`config.mk`:
```
export PLATFORM = sky130hd
export DESIGN_NAME = beamscaler_reader_flat
export DESIGN_NICKNAME = d
export VERILOG_FILES = /design/src/rtl/beamscaler_reader_pkg.sv /design/src/rtl/beamscaler_reader_if.sv /design/src/rtl/beamscaler_reader_rdfifo.sv /design/src/rtl/beamscaler_reader.sv /design/src/flat_wrapper.sv
export SDC_FILE = /design/constraint.sdc
export NUM_CORES = 1
export LEC_CHECK = 0
export CAP_MARGIN = 20
export CORE_MARGIN = 2
export CORE_UTILIZATION = 53
export CTS_BUF_LIST = sky130_fd_sc_hd__clkbuf_8
export CTS_CLUSTER_SIZE = 14
export DETAILED_ROUTE_END_ITERATION = 12
export PLACE_DENSITY = 0.8
export SETUP_SLACK_MARGIN = 0.15
export SLEW_MARGIN = 20
export SYNTH_ARGS = -nofsm -noshare
export SYNTH_HDL_FRONTEND = slang
export SYNTH_HIERARCHICAL = 1
export SYNTH_SLANG_ARGS = --single-unit
```
`constraint.sdc`:
```
create_clock -name wb_clk_i -period 3.8 [get_ports wb_clk_i]
set_input_delay 0.76 -clock wb_clk_i [delete_from_list [all_inputs] [get_ports wb_clk_i]]
set_output_delay 0.76 -clock wb_clk_i [all_outputs]
set_load 0.01 [all_outputs]
```
`src/rtl/beamscaler_reader_pkg.sv`:
```
// Shared constants, state encoding and header packing for the scaler bank reader.
package beamscaler_reader_pkg;

  localparam int          TDATA_W     = 32;
  localparam logic [3:0]  HDR_MAGIC   = 4'hB;
  localparam logic [7:0]  SUB_ADR_OFS = 8'h80;

  typedef enum logic [2:0] {
    IDLE,
    HEADER,
    READ_REAL,
    READ_SUB,
    DRAIN
  } state_e;

  function automatic logic [31:0] make_header(input logic       bank,
                                               input logic       missed,
                                               input logic [7:0] seq,
                                               input logic [15:0] nbeams);
    return {HDR_MAGIC, bank, missed, 2'b00, seq, nbeams};
  endfunction

endpackage

```
`src/rtl/beamscaler_reader_if.sv`:
```
// AXI-stream style frame output channel.
interface beamscaler_reader_if;
  import beamscaler_reader_pkg::*;

  logic [TDATA_W-1:0] m_tdata;
  logic               m_tvalid;
  logic               m_tready;
  logic               m_tlast;

  modport master (output m_tdata, output m_tvalid, output m_tlast, input  m_tready);
  modport slave  (input  m_tdata, input  m_tvalid, input  m_tlast, output m_tready);
endinterface

```
`src/rtl/beamscaler_reader_rdfifo.sv`:
```
// Synchronous FIFO with occupancy count; the head word is presented directly and
// forced to zero while empty so the stream outputs are clean out of reset.
module beamscaler_rdfifo #(
  parameter int DEPTH = 4,
  parameter int W     = 33
) (
  input  logic                   clk,
  input  logic                   rst,
  input  logic                   push,
  input  logic [W-1:0]           din,
  input  logic                   pop,
  output logic [W-1:0]           dout,
  output logic                   valid,
  output logic [$clog2(DEPTH):0] count
);
  localparam int AW = $clog2(DEPTH);

  logic [W-1:0]  mem_q [DEPTH];
  logic [AW-1:0] wr_ptr_q, wr_ptr_d, rd_ptr_q, rd_ptr_d;
  logic [AW:0]   cnt_q, cnt_d;
  logic          do_push, do_pop;

  always_comb begin
    do_push  = push && (cnt_q != (AW+1)'(DEPTH));
    do_pop   = pop && (cnt_q != '0);
    wr_ptr_d = wr_ptr_q + AW'(do_push);
    rd_ptr_d = rd_ptr_q + AW'(do_pop);
    cnt_d    = cnt_q + (AW+1)'(do_push) - (AW+1)'(do_pop);
  end

  always_ff @(posedge clk) begin
    if (rst) begin
      wr_ptr_q <= '0;
      rd_ptr_q <= '0;
      cnt_q    <= '0;
    end else begin
      wr_ptr_q <= wr_ptr_d;
      rd_ptr_q <= rd_ptr_d;
      cnt_q    <= cnt_d;
    end
  end

  always_ff @(posedge clk) begin
    if (do_push) mem_q[wr_ptr_q] <= din;
  end

  assign valid = (cnt_q != '0);
  assign dout  = valid ? mem_q[rd_ptr_q] : '0;
  assign count = cnt_q;

endmodule

```
`src/rtl/beamscaler_reader.sv`:
```
// Reads one scaler bank (real then subthreshold words) after each update pulse and
// streams it out as a header-prefixed frame, never issuing more reads than it can buffer.
module beamscaler_reader
  import beamscaler_reader_pkg::*;
#(
  parameter int NBEAMS     = 2,
  parameter int RD_LATENCY = 2,
  parameter int FIFO_DEPTH = 4
) (
  input  logic                 wb_clk_i,
  input  logic                 wb_rst_i,
  input  logic                 done_i,
  input  logic                 write_bank_i,
  output logic                 scal_rd_o,
  output logic [7:0]           scal_adr_o,
  input  logic [31:0]          scal_dat_i,
  output logic                 busy_o,
  beamscaler_reader_if.master  m_axis
);
  localparam int NWORDS = (NBEAMS + 1) / 2;
  localparam int CW     = $clog2(FIFO_DEPTH) + 1;

  state_e                state_q, state_d;
  logic                  rd_bank_q, rd_bank_d;
  logic                  missed_q, missed_d;
  logic [7:0]            seq_q, seq_d;
  logic [6:0]            widx_q, widx_d;
  logic [8:0]            pcnt_q, pcnt_d;
  logic                  rd_q, rd_d;
  logic [7:0]            adr_q, adr_d;
  logic [RD_LATENCY-1:0] vld_q, vld_d;
  logic [CW-1:0]         infl_q, infl_d;
  logic                  busy_q, busy_d;

  logic          hdr_push, rd_push, rd_last, can_issue;
  logic          fifo_push, fifo_pop, fifo_vld;
  logic [32:0]   fifo_din, fifo_dout;
  logic [CW-1:0] fifo_cnt;
  logic [CW:0]   outstanding;

  always_comb begin
    // Reads in flight are counted from the cycle they are scheduled, so buffered
    // plus pending words can never exceed the FIFO.
    outstanding = {1'b0, fifo_cnt} + {1'b0, infl_q};
    can_issue   = outstanding < (CW+1)'(FIFO_DEPTH);
    rd_push     = vld_q[RD_LATENCY-1];
    rd_last     = rd_push && (pcnt_q == 9'(2*NWORDS - 1));

    state_d   = state_q;
    rd_bank_d = rd_bank_q;
    missed_d  = missed_q | (done_i && (state_q != IDLE));
    seq_d     = seq_q;
    widx_d    = widx_q;
    pcnt_d    = pcnt_q + 9'(rd_push);
    rd_d      = 1'b0;
    adr_d     = adr_q;
    hdr_push  = 1'b0;

    case (state_q)
      IDLE: begin
        if (done_i) begin
          state_d   = HEADER;
          rd_bank_d = ~write_bank_i;
        end
      end
      HEADER: begin
        hdr_push = 1'b1;
        missed_d = done_i;
        seq_d    = seq_q + 8'd1;
        widx_d   = '0;
        pcnt_d   = '0;
        state_d  = READ_REAL;
      end
      READ_REAL, READ_SUB: begin
        if (can_issue) begin
          rd_d  = 1'b1;
          adr_d = (state_q == READ_SUB) ? (SUB_ADR_OFS | {1'b0, widx_q}) : {1'b0, widx_q};
          if (widx_q == 7'(NWORDS - 1)) begin
            widx_d  = '0;
            state_d = (state_q == READ_SUB) ? DRAIN : READ_SUB;
          end else begin
            widx_d = widx_q + 7'd1;
          end
        end
      end
      DRAIN: begin
        if ((infl_q == '0) && (fifo_cnt == '0)) state_d = IDLE;
      end
      default: state_d = IDLE;
    endcase

    infl_d   = infl_q + CW'(rd_d) - CW'(rd_push);
    busy_d   = (state_d != IDLE);
    vld_d[0] = rd_q;
    for (int i = 1; i < RD_LATENCY; i++) vld_d[i] = vld_q[i-1];

    fifo_push = hdr_push | rd_push;
    fifo_din  = hdr_push ? {1'b0, make_header(rd_bank_q, missed_q, seq_q, 16'(NBEAMS))}
                         : {rd_last, scal_dat_i};
    fifo_pop  = fifo_vld & m_axis.m_tready;
  end

  always_ff @(posedge wb_clk_i) begin
    if (wb_rst_i) begin
      state_q   <= IDLE;
      rd_bank_q <= 1'b0;
      missed_q  <= 1'b0;
      seq_q     <= '0;
      widx_q    <= '0;
      pcnt_q    <= '0;
      rd_q      <= 1'b0;
      adr_q     <= '0;
      vld_q     <= '0;
      infl_q    <= '0;
      busy_q    <= 1'b0;
    end else begin
      state_q   <= state_d;
      rd_bank_q <= rd_bank_d;
      missed_q  <= missed_d;
      seq_q     <= seq_d;
      widx_q    <= widx_d;
      pcnt_q    <= pcnt_d;
      rd_q      <= rd_d;
      adr_q     <= adr_d;
      vld_q     <= vld_d;
      infl_q    <= infl_d;
      busy_q    <= busy_d;
    end
  end

  beamscaler_rdfifo #(.DEPTH(FIFO_DEPTH), .W(33)) u_fifo (
    .clk   (wb_clk_i),
    .rst   (wb_rst_i),
    .push  (fifo_push),
    .din   (fifo_din),
    .pop   (fifo_pop),
    .dout  (fifo_dout),
    .valid (fifo_vld),
    .count (fifo_cnt)
  );

  assign scal_rd_o       = rd_q;
  assign scal_adr_o      = adr_q;
  assign busy_o          = busy_q;
  assign m_axis.m_tvalid = fifo_vld;
  assign m_axis.m_tdata  = fifo_dout[31:0];
  assign m_axis.m_tlast  = fifo_dout[32];

endmodule

```
`src/flat_wrapper.sv`:
```
// flat-port wrapper written by rule: the top's interface ports become plain ports
module beamscaler_reader_flat import beamscaler_reader_pkg::*;
#(
  parameter int NBEAMS     = 2,
  parameter int RD_LATENCY = 2,
  parameter int FIFO_DEPTH = 4
)
  (wb_clk_i, wb_rst_i, done_i, write_bank_i, scal_rd_o, scal_adr_o, scal_dat_i, busy_o, m_axis_m_tdata, m_axis_m_tvalid, m_axis_m_tlast, m_axis_m_tready);
  beamscaler_reader_if m_axis_i ();
  input  logic wb_clk_i;
  input  logic wb_rst_i;
  input  logic done_i;
  input  logic write_bank_i;
  output logic scal_rd_o;
  output logic [7:0] scal_adr_o;
  input  logic [31:0] scal_dat_i;
  output logic busy_o;
  output wire logic [$bits(m_axis_i.m_tdata)-1:0] m_axis_m_tdata;
  output wire logic [$bits(m_axis_i.m_tvalid)-1:0] m_axis_m_tvalid;
  output wire logic [$bits(m_axis_i.m_tlast)-1:0] m_axis_m_tlast;
  input wire logic [$bits(m_axis_i.m_tready)-1:0] m_axis_m_tready;
  assign m_axis_m_tdata = m_axis_i.m_tdata;
  assign m_axis_m_tvalid = m_axis_i.m_tvalid;
  assign m_axis_m_tlast = m_axis_i.m_tlast;
  assign m_axis_i.m_tready = m_axis_m_tready;
  beamscaler_reader #(.NBEAMS(NBEAMS), .RD_LATENCY(RD_LATENCY), .FIFO_DEPTH(FIFO_DEPTH)) u_core (.wb_clk_i(wb_clk_i), .wb_rst_i(wb_rst_i), .done_i(done_i), .write_bank_i(write_bank_i), .scal_rd_o(scal_rd_o), .scal_adr_o(scal_adr_o), .scal_dat_i(scal_dat_i), .busy_o(busy_o), .m_axis(m_axis_i));
endmodule
```
[After elaboration in Yosys (flattened, before gate mapping)]
Memory sizes are Yosys's and may differ from the RTL's. A register that Yosys moved wholly into a read port is not among the register bits.
Cells that the tools add are included.
Word-level totals
  register bits after elaboration: 51
  RAM bits: 132
  logic and storage cells: 74
  memories: 1
Operators by class
  $add $sub $neg: 10
  order comparisons: 1
  equality and inequality tests: 7
  multiplexer cells: 19
  bitwise gates (word level): 4
  reduce and logical (&&, ||, !) cells: 18
Memory list
  u_core.u_fifo.mem_q: words 4, width 33, read ports 1, clocked after memory_dff 1, wr ports 1, line beamscaler_reader_rdfifo.sv:18  | logic [W-1:0] mem_q [DEPTH];
Operators by type and width (number)
  two-way mux 33 bit: 2
  two-way mux 3 bit: 5
  two-way mux 7 bit: 2
  one-hot mux 7 bit (2 select lines): 1
  one-hot mux 3 bit (4 select lines): 1
  adder 9 x 1 -> 9 bit: 1
  equality test 9 x 1 -> 1 bit (second input constant): 1
  zero test 3 bit: 3
  nonzero test 3 bit: 3
  adder 8 x 1 -> 8 bit (second input constant): 1
  two-way mux 8 bit: 1
  adder 7 x 1 -> 7 bit (second input constant): 1
  zero test 7 bit: 1
  adder 3 x 1 -> 3 bit: 2
  equality test 3 x 2 -> 1 bit (second input constant): 2
  two-way mux 1 bit: 6
  AND reduction 2 bit: 3
  subtractor 3 x 1 -> 3 bit: 2
  logical AND 1 bit: 5
  adder 2 x 1 -> 2 bit: 2
  adder 3 x 3 -> 4 bit: 1
  < comparator 4 x 3 -> 1 bit (second input constant): 1
  OR reduction 2 bit: 2
  equality test 3 x 1 -> 1 bit (second input constant): 1
  other kinds (8): 9

[Longest topological paths before layout]
Gate-level depths: netlist (run 1).
  depth after elaboration: 6
  depth in mapped cells: 12
  gate-level depth less buffers: 10

[Modules after synthesis]
The synthesis (run 1) kept the hierarchy.
By module, submodules not included
  beamscaler_rdfifo: times used 1, cells each 245, area each 5396.4 um2, seq. area each 4103.9 um2
  beamscaler_reader: times used 1, cells each 274, area each 2257.2 um2, seq. area each 880.8 um2

[Worst setup path after synthesis (run 1)]
Ideal clock, no wire load.
  kind: flip-flop to flip-flop
  start: register u_core.state_q[0]
  end: memory u_core.u_fifo.mem_q[1][0] (enable)
  data arrival time: 3.669 ns
  data required time: 3.329 ns
  slack: -0.340 ns
  cell stages (with the launch flop): 7
  path buffers: 2
  path through: dfxtp_1 -> buf_4 -> or3b_4 -> buf_6 -> nand2b_1 -> o31ai_4 -> nor3b_1
On the way
  cells in the longest elaborated chain, start to end: 6
RTL lines
  start: declaration: line beamscaler_reader.sv:23  | state_e state_q, state_d;
  start signal: assignment: line beamscaler_reader.sv:117  | state_q <= state_d;
  equality test 3 x 1 -> 1 bit: line beamscaler_reader.sv:59  | case (state_q)
  two-way mux 1 bit: line beamscaler_reader.sv:59
  OR 1 bit: line beamscaler_reader.sv:97  | fifo_push = hdr_push | rd_push;
  net u_core.fifo_push: line beamscaler_reader.sv:36  | logic fifo_push, fifo_pop, fifo_vld;
  logical AND 1 bit: line beamscaler_reader_rdfifo.sv:24  | do_push = push && (cnt_q != (AW+1)'(DEPTH));
  two-way mux 1 bit: line beamscaler_reader_rdfifo.sv:44  | if (do_push) mem_q[wr_ptr_q] <= din;
  two-way mux 1 bit (implied by the code): line beamscaler_reader_rdfifo.sv:44
  end: declaration: line beamscaler_reader_rdfifo.sv:18
The timed path passes the listed nets, and every way through them passes these cells.

==> results.yml, run 1 <==
clock_tree:
  cts-htree-levels: 4
  cts_hold_buffers: 0
  cts-root-buf: "clkbuf_8"
  clk_path_buf_depth: 2
  tritoncts: "done"
  cts_num_sinks: 183
  insertion_delay_ps: 460
  cts_buffers: 17
  clkTransAtPathRegs_ps: 80
  cts_resized: 0
  postCtsSetupRepairBufs: 0
critical_path:
  crit_path_start_kind: "register"
  required_ps: 3040
  path_class: "reg2out"
  reg2reg_depth: 10
  ff2ff_setup_slack_ps: 900
  critPathMaxFanout: 15
  r2r-start: "u_core/state_q[1]$_SDFF_PP0_"
  cp-end-kind: "output pin"
  critPathMaxStageDelay_ps: 670
  crit_slowest_cell: "dfxtp_2"
  crit_path_cell_trace: "buf_4 > mux4_1 > and2_1 > clkdlybuf4s50_1"
  reg2reg_to: "u_core/u_fifo/count[2]$_SDFF_PP0_"
  crit_arrival_ps: 2640
logic_synthesis:
  yosys_warnings: 6
  ys_types: 47
  synth_area_leaders: "edfxtp_1 52%, dfxtp_1 13%, mux4_2 8.2%"
  synth_edf_count: 132
  syn_inst: 519
  synth_xor_area_share_pct: 2.52
  synth_commonest_cells: "132 x edfxtp_1, 52 x and2_1, 51 x dfxtp_1"
  syn_nets: 569
  synth_compound_area_share_pct: 2.83
  synth_top_family_by_area: "simple AND/OR/NAND/NOR gates"
  ys_ff_latch: 183
  synth_top_area_share_pct: 51.8
  yosysMostFrequentCell: "edfxtp_1"
  yosysTopAreaCell: "edfxtp_1"
  synth_top_flop_cell: "edfxtp_1"
  synth_area_um2: 7650
  synthMuxAreaShare_pct: 11.0
  synthSimpleGateAreaFrac_pct: 13.2
  synthArstFlopShare_pct: 0
  yosysSeqAreaShare_pct: 65.1
  synthAdderAreaFrac_pct: 2.32
  syn_area_per_cell_um2: 14.7
timing:
  setup_tns_ps: 0
  period_share_pct: 89.5
  whs_ps: 450
  fmax_mhz: 294
  worstMarginPinSlew_ps: 905
  finalSetupViolations: 0
  hold_viol: 0
  rsz0062_at_grt: "no"
  fin_crit_ps: 3400
  slew_headroom_pct: 39.5
  clock_skew_ps: 16.8
  slew_viol_final: 0
run_status:
  status: "complete, no violations"
place:
  dp_hpwl_um: 9460
  gp_congestion: 0.787
  dpl.cell_count: 765
  io_buffers: 80
hold_path:
  hold_class: "reg2reg"
  holdPathEnd: "u_core/vld_q[1]$_SDFF_PP0_"
  hold_path_startpoint: "u_core/vld_q[0]$_SDFF_PP0_"
  whs_path_depth: 1
floorplan:
  initial_core_util_pct: 54.7
  fp.dieW_um: 124
  fp-row-count: 43
  num_io_pins: 81
  die_area_um2: 15400
  coreArea_um2: 14000
  die_h_um: 124
pwr:
  p_leak_nw: 3.15
  seqPwrFrac_pct: 46.7
  powerDensity_nw_per_um2: 578
  irDropWorstVdd_uv: 333
  p_clk_share_pct: 25.5
  power_mw: 5.24
  pwr-share-comb_pct: 27.7
  power.switching_fraction_pct: 27.7
  power.switching_mw: 1.45
  internal_power_mw: 3.78
global_routing:
  grt_usage_pct: 20.7
  use_met2_pct: 35.3
  antenna_found_initial: 0
  grt_busiest_layer: "met2"
  use_met1_pct: 25.0
  grt_max_degree: 41
  grt_overflow: 0
  grt_pass1_wl_um: 23400
  grt_pass1_vias: 4604
  grtUsageMet3_pct: 6.14
layout:
  antennaDiodeCount: 0
  drive_gt1_share_pct: 13.1
  area_delta_synth_final_pct: 18.5
  fin_util_pct: 64.8
  layout.cells.non_filler: 797
  fin_nets: 654
routing:
  first_pass_iters: 4
  detail_route.wl_per_cell_um: 18.3
  via_count: 4460
  vias_per_cell: 5.60
  routed_wl_um: 14600
  drc: 0
  drtIter0Drc: 320
  ant_nets: 0
job:
  max-cap-violations: 0
-- through the flow --
step	instance area [um2]	worst slack (ps)
after global placement	8650	870
after global routing	9070	214
after CTS	9070	319
after detailed placement	8650	820
after floorplan	7670	815
final	9070	401
-- critical path: cells and delay by family (launching register included) --
kind | cells | cell delay, ps
buffers and inverters | 2 | 770
DFF | 1 | 670
muxes | 1 | 580
and+or+nand+nor | 1 | 180
-- cells in the final DEF, fill, tap and decap left out, types with 2 or more instances in the layout --
| cell | synthesis | layout |
|---|---|---|
| clkinv_2 | 0 | 2 |
| mux4_1 | 5 | 5 |
| nor3b_4 | 1 | 3 |
| nand3_1 | 10 | 10 |
| xnor2_1 | 10 | 10 |
| buf_12 | 3 | 2 |
| mux2i_1 | 8 | 8 |
| ha_1 | 11 | 11 |
| nand4_1 | 6 | 6 |
| nor2_1 | 35 | 35 |
| or3_1 | 5 | 5 |
| dfxtp_1 | 51 | 49 |
| clkdlybuf4s50_1 | 0 | 80 |
| nand2b_1 | 6 | 6 |
| o21ai_0 | 5 | 5 |
| edfxtp_1 | 132 | 132 |
| mux4_2 | 28 | 28 |
| buf_4 | 2 | 10 |
| nor2b_1 | 9 | 9 |
| nor3_1 | 10 | 9 |
| nand2_1 | 40 | 40 |
| and2_1 | 52 | 52 |
| o31ai_1 | 5 | 5 |
| clkinv_4 | 0 | 3 |
| dfxtp_2 | 0 | 2 |
| a21oi_1 | 11 | 11 |
| inv_1 | 13 | 15 |
| bufinv_16 | 0 | 3 |
| or4_1 | 4 | 4 |
| clkbuf_8 | 0 | 19 |
| and3_1 | 3 | 2 |
| nor4_1 | 3 | 3 |
| fa_1 | 2 | 2 |
| xor2_1 | 12 | 12 |
-- power groups by stage --
stage          Clock (mW)  Sequential, mW  Combinational (mW)
2_1_floorplan           0            2.44               0.906
3_3_place_gp            0            2.48                1.42
3_5_place_dp            0            2.49                1.47
4_1_cts              1.37            2.45                1.47
5_1_grt              1.44            2.47                1.59
6_report             1.34            2.45                1.45
-- registers in the layout (all words and copies together), names as in the netlist --
register and flops:
u_core/busy_o 1, u_core/infl_q 3, u_core/missed_q 1, u_core/pcnt_q 9, u_core/rd_bank_q 1, u_core/scal_adr_o 8
u_core/scal_rd_o 1, u_core/seq_q 8, u_core/state_q 3, u_core/u_fifo/count 3, u_core/u_fifo/mem_q 132, u_core/u_fifo/rd_ptr_q 2
u_core/u_fifo/wr_ptr_q 2, u_core/vld_q 2, u_core/widx_q 7
-- area by class of cell --
class | instances | area [um2]
Clock buffer | 19 | 262
Clock inverter | 13 | 156
Fill cell | 986 | 4920
Inverter | 13 | 48.8
Multi-Input combinational cell | 297 | 2470
Sequential cell | 183 | 4990
Tap cell | 180 | 225
Timing Repair Buffer | 92 | 916
-- layer usage --
layer,part of all wire [%],wire [um]
met3,4.7,693
met2,51,7510
met1,42,6070
met5,0,0
met4,2.3,331
-- worst max-delay path by stage --
| stage | endpoint | cells past startpoint | startpoint |
|---|---|---|---|
| floorplan | u_core/u_fifo/mem_q[1][0]$_DFFE_PP_ | 6 | u_core/state_q[0]$_SDFF_PP0_ |
| global placement | m_axis_m_tdata[0] | 4 | u_core/u_fifo/rd_ptr_q[0]$_SDFF_PP0_ |
| detailed placement | m_axis_m_tdata[2] | 4 | u_core/u_fifo/rd_ptr_q[0]$_SDFF_PP0_ |
| CTS | m_axis_m_tdata[2] | 4 | u_core/u_fifo/rd_ptr_q[0]$_SDFF_PP0_ |
| global route | m_axis_m_tdata[2] | 4 | u_core/u_fifo/rd_ptr_q[0]$_SDFF_PP0_ |
| finish | m_axis_m_tdata[0] | 4 | u_core/u_fifo/rd_ptr_q[0]$_SDFF_PP0_ |
-- cells by family (layout without fill, tap and decap cells) --
logic type / after synthesis / count (layout)
flip-flops: 183 / 183
multiplexers: 41 / 41
AND/OR/NAND/NOR: 190 / 190
XOR/XNOR: 22 / 22
AO/OA/AOI/OAI: 31 / 31
buffers and inverters: 39 / 137
adder cells (fa/ha/maj): 13 / 13
Power figures use the tool's default switching activity.
==> run 2: changes to the inputs <==
==> constraint.sdc (replaced) <==
create_clock -name wb_clk_i -period 3 [get_ports wb_clk_i]
set_input_delay 0.6 -clock wb_clk_i [delete_from_list [all_inputs] [get_ports wb_clk_i]]
set_output_delay 0.6 -clock wb_clk_i [all_outputs]
set_load 0.01 [all_outputs]
==> results.yml, run 2 (synthesis results as in run 1) <==
timing:
  slew_headroom_pct: 50.6
  fin_crit_ps: 2840
  rsz0062_at_grt: "yes"
  whs_ps: 443
  hold_viol: 0
  fmax_mhz: 352
  clock_skew_ps: 12.7
  period_share_pct: 94.8
  worstMarginPinSlew_ps: 738
  finalSetupViolations: 0
  worst_slack_ps: 157
  setup_tns_ps: 0
  slew_viol_final: 0
layout:
  layout_commonest_cell: "edfxtp_1"
  final_area_um2: 9140
  layout.cells.non_filler: 802
  largest_reg_flops: 132
  drive_gt1_share_pct: 13.8
  final_cell_mix: "132 x edfxtp_1, 66 x clkdlybuf4s50_1, 52 x and2_1"
  antennaDiodeCount: 0
  fin_nets: 660
  n_fill_cell: 989
  top_regs: "u_core/u_fifo/mem_q (132), u_core/pcnt_q (9)"
  area_delta_synth_final_pct: 19.4
  fin_util_pct: 65.3
  regMostFlops: "u_core/u_fifo/mem_q"
place:
  dpl_worst_slack_ps: 394
  dpl.cell_count: 768
  io_buffers: 80
  dp_hpwl_um: 8980
  post_dp_cell_area_um2: 8680
  gp_congestion: 0.853
job:
  max-cap-violations: 0
clock_tree:
  cts_hold_buffers: 0
  cts-htree-levels: 4
  clk_path_buf_depth: 2
  clkTransAtPathRegs_ps: 90
  cts-root-buf: "clkbuf_8"
  cts_buffers: 17
  insertion_delay_ps: 450
  tritoncts: "done"
  cts_num_sinks: 183
pwr:
  power.switching_fraction_pct: 28.7
  power.switching_mw: 1.85
  pwr-share-comb_pct: 29.3
  internal_power_mw: 4.60
  seqPwrFrac_pct: 47.9
  powerDensity_nw_per_um2: 706
  power_mw: 6.45
  p_clk_share_pct: 22.8
  irDropWorstVdd_uv: 282
  p_leak_nw: 3.38
critical_path:
  required_ps: 2400
  cp-end-kind: "output pin"
  crit_arrival_ps: 2240
  reg2reg_depth: 10
  worstSetupEndpoint: "m_axis_m_tdata[27]"
  crit_path_start_kind: "register"
  r2r-start: "u_core/state_q[0]$_SDFF_PP0_"
  reg2reg_to: "u_core/u_fifo/count[2]$_SDFF_PP0_"
  critPathLaunch: "u_core/u_fifo/rd_ptr_q[0]$_SDFF_PP0_"
  critPathMaxFanout: 8
  ff2ff_setup_slack_ps: 470
  path_class: "reg2out"
routing:
  drc: 0
  routed_wl_um: 14500
  vias_per_cell: 5.55
  detail_route.wl_per_cell_um: 18.1
  drtIter0Drc: 378
  first_pass_iters: 4
  ant_nets: 0
  via_count: 4452
global_routing:
  antenna_found_initial: 0
  grt_max_degree: 40
  grt_pass1_vias: 4497
  grt_pass1_wl_um: 23000
  grt_overflow: 0
  grt_usage_pct: 20.3
floorplan:
  die_h_um: 124
  die_area_um2: 15400
  num_io_pins: 81
  fp-row-count: 43
  fp.dieW_um: 124
  coreArea_um2: 14000
  initial_core_util_pct: 54.7
hold_path:
  whs_path_depth: 1
  hold_class: "reg2reg"
run_status:
  status: "complete, no violations"
run 2: cell type report:
class                      count  area, um2  share of cell area (%)
clock buffer                  17        234                    2.56
timing repair buffer          98       1060                    11.6
tap                          180        225                    2.46
sequential                   183       4990                    54.6
clock inverter                14        110                    1.20
multi-input combinational    297       2470                    27.0
inverter                      13       48.8                   0.534
run 2: per-layer routing:
metal	global-route usage, %	share of wire (%)	up-vias
li1	-	-	2097
met3	5.77	5.3	7
met2	34.6	52	120
met5	0	0	-
met4	6.46	0.53	0
met1	25.2	42	2228
run 2: power groups by stage:
stage,sequential [mW],clock [mW],combinational [mW]
6_report,3.09,1.47,1.89
5_1_grt,3.11,1.62,2.07
4_1_cts,3.08,1.52,1.92
3_5_place_dp,3.13,0,1.88
3_3_place_gp,3.12,0,1.84
2_1_floorplan,3.09,0,1.15
run 2: worst max-delay path: stages, from the launching register on:
cell and delay [ps]:
dfxtp_4 430, buf_8 170, mux4_2 540, and2_1 180, clkdlybuf4s50_1 480
run 2: how the worst min path moves through the flow:
stage | start | slack (ps) | to
after detailed placement | u_core/vld_q[0]$_SDFF_PP0_ | 430 | u_core/vld_q[1]$_SDFF_PP0_
after global routing | u_core/vld_q[0]$_SDFF_PP0_ | 470 | u_core/vld_q[1]$_SDFF_PP0_
after global placement | u_core/vld_q[0]$_SDFF_PP0_ | 420 | u_core/vld_q[1]$_SDFF_PP0_
after CTS | u_core/vld_q[0]$_SDFF_PP0_ | 450 | u_core/vld_q[1]$_SDFF_PP0_
after floorplan | u_core/vld_q[0]$_SDFF_PP0_ | 410 | u_core/vld_q[1]$_SDFF_PP0_
final | u_core/vld_q[0]$_SDFF_PP0_ | 440 | u_core/vld_q[1]$_SDFF_PP0_
run 2: timing repair:
| item | 4_1_cts | 5_1_grt |
|---|---|---|
| cloned | 1 | 1 |
| setup endpoints to repair | 30 | 33 |
| setup buffers | 0 | 1 |
| gates resized for setup | 6 | 16 |
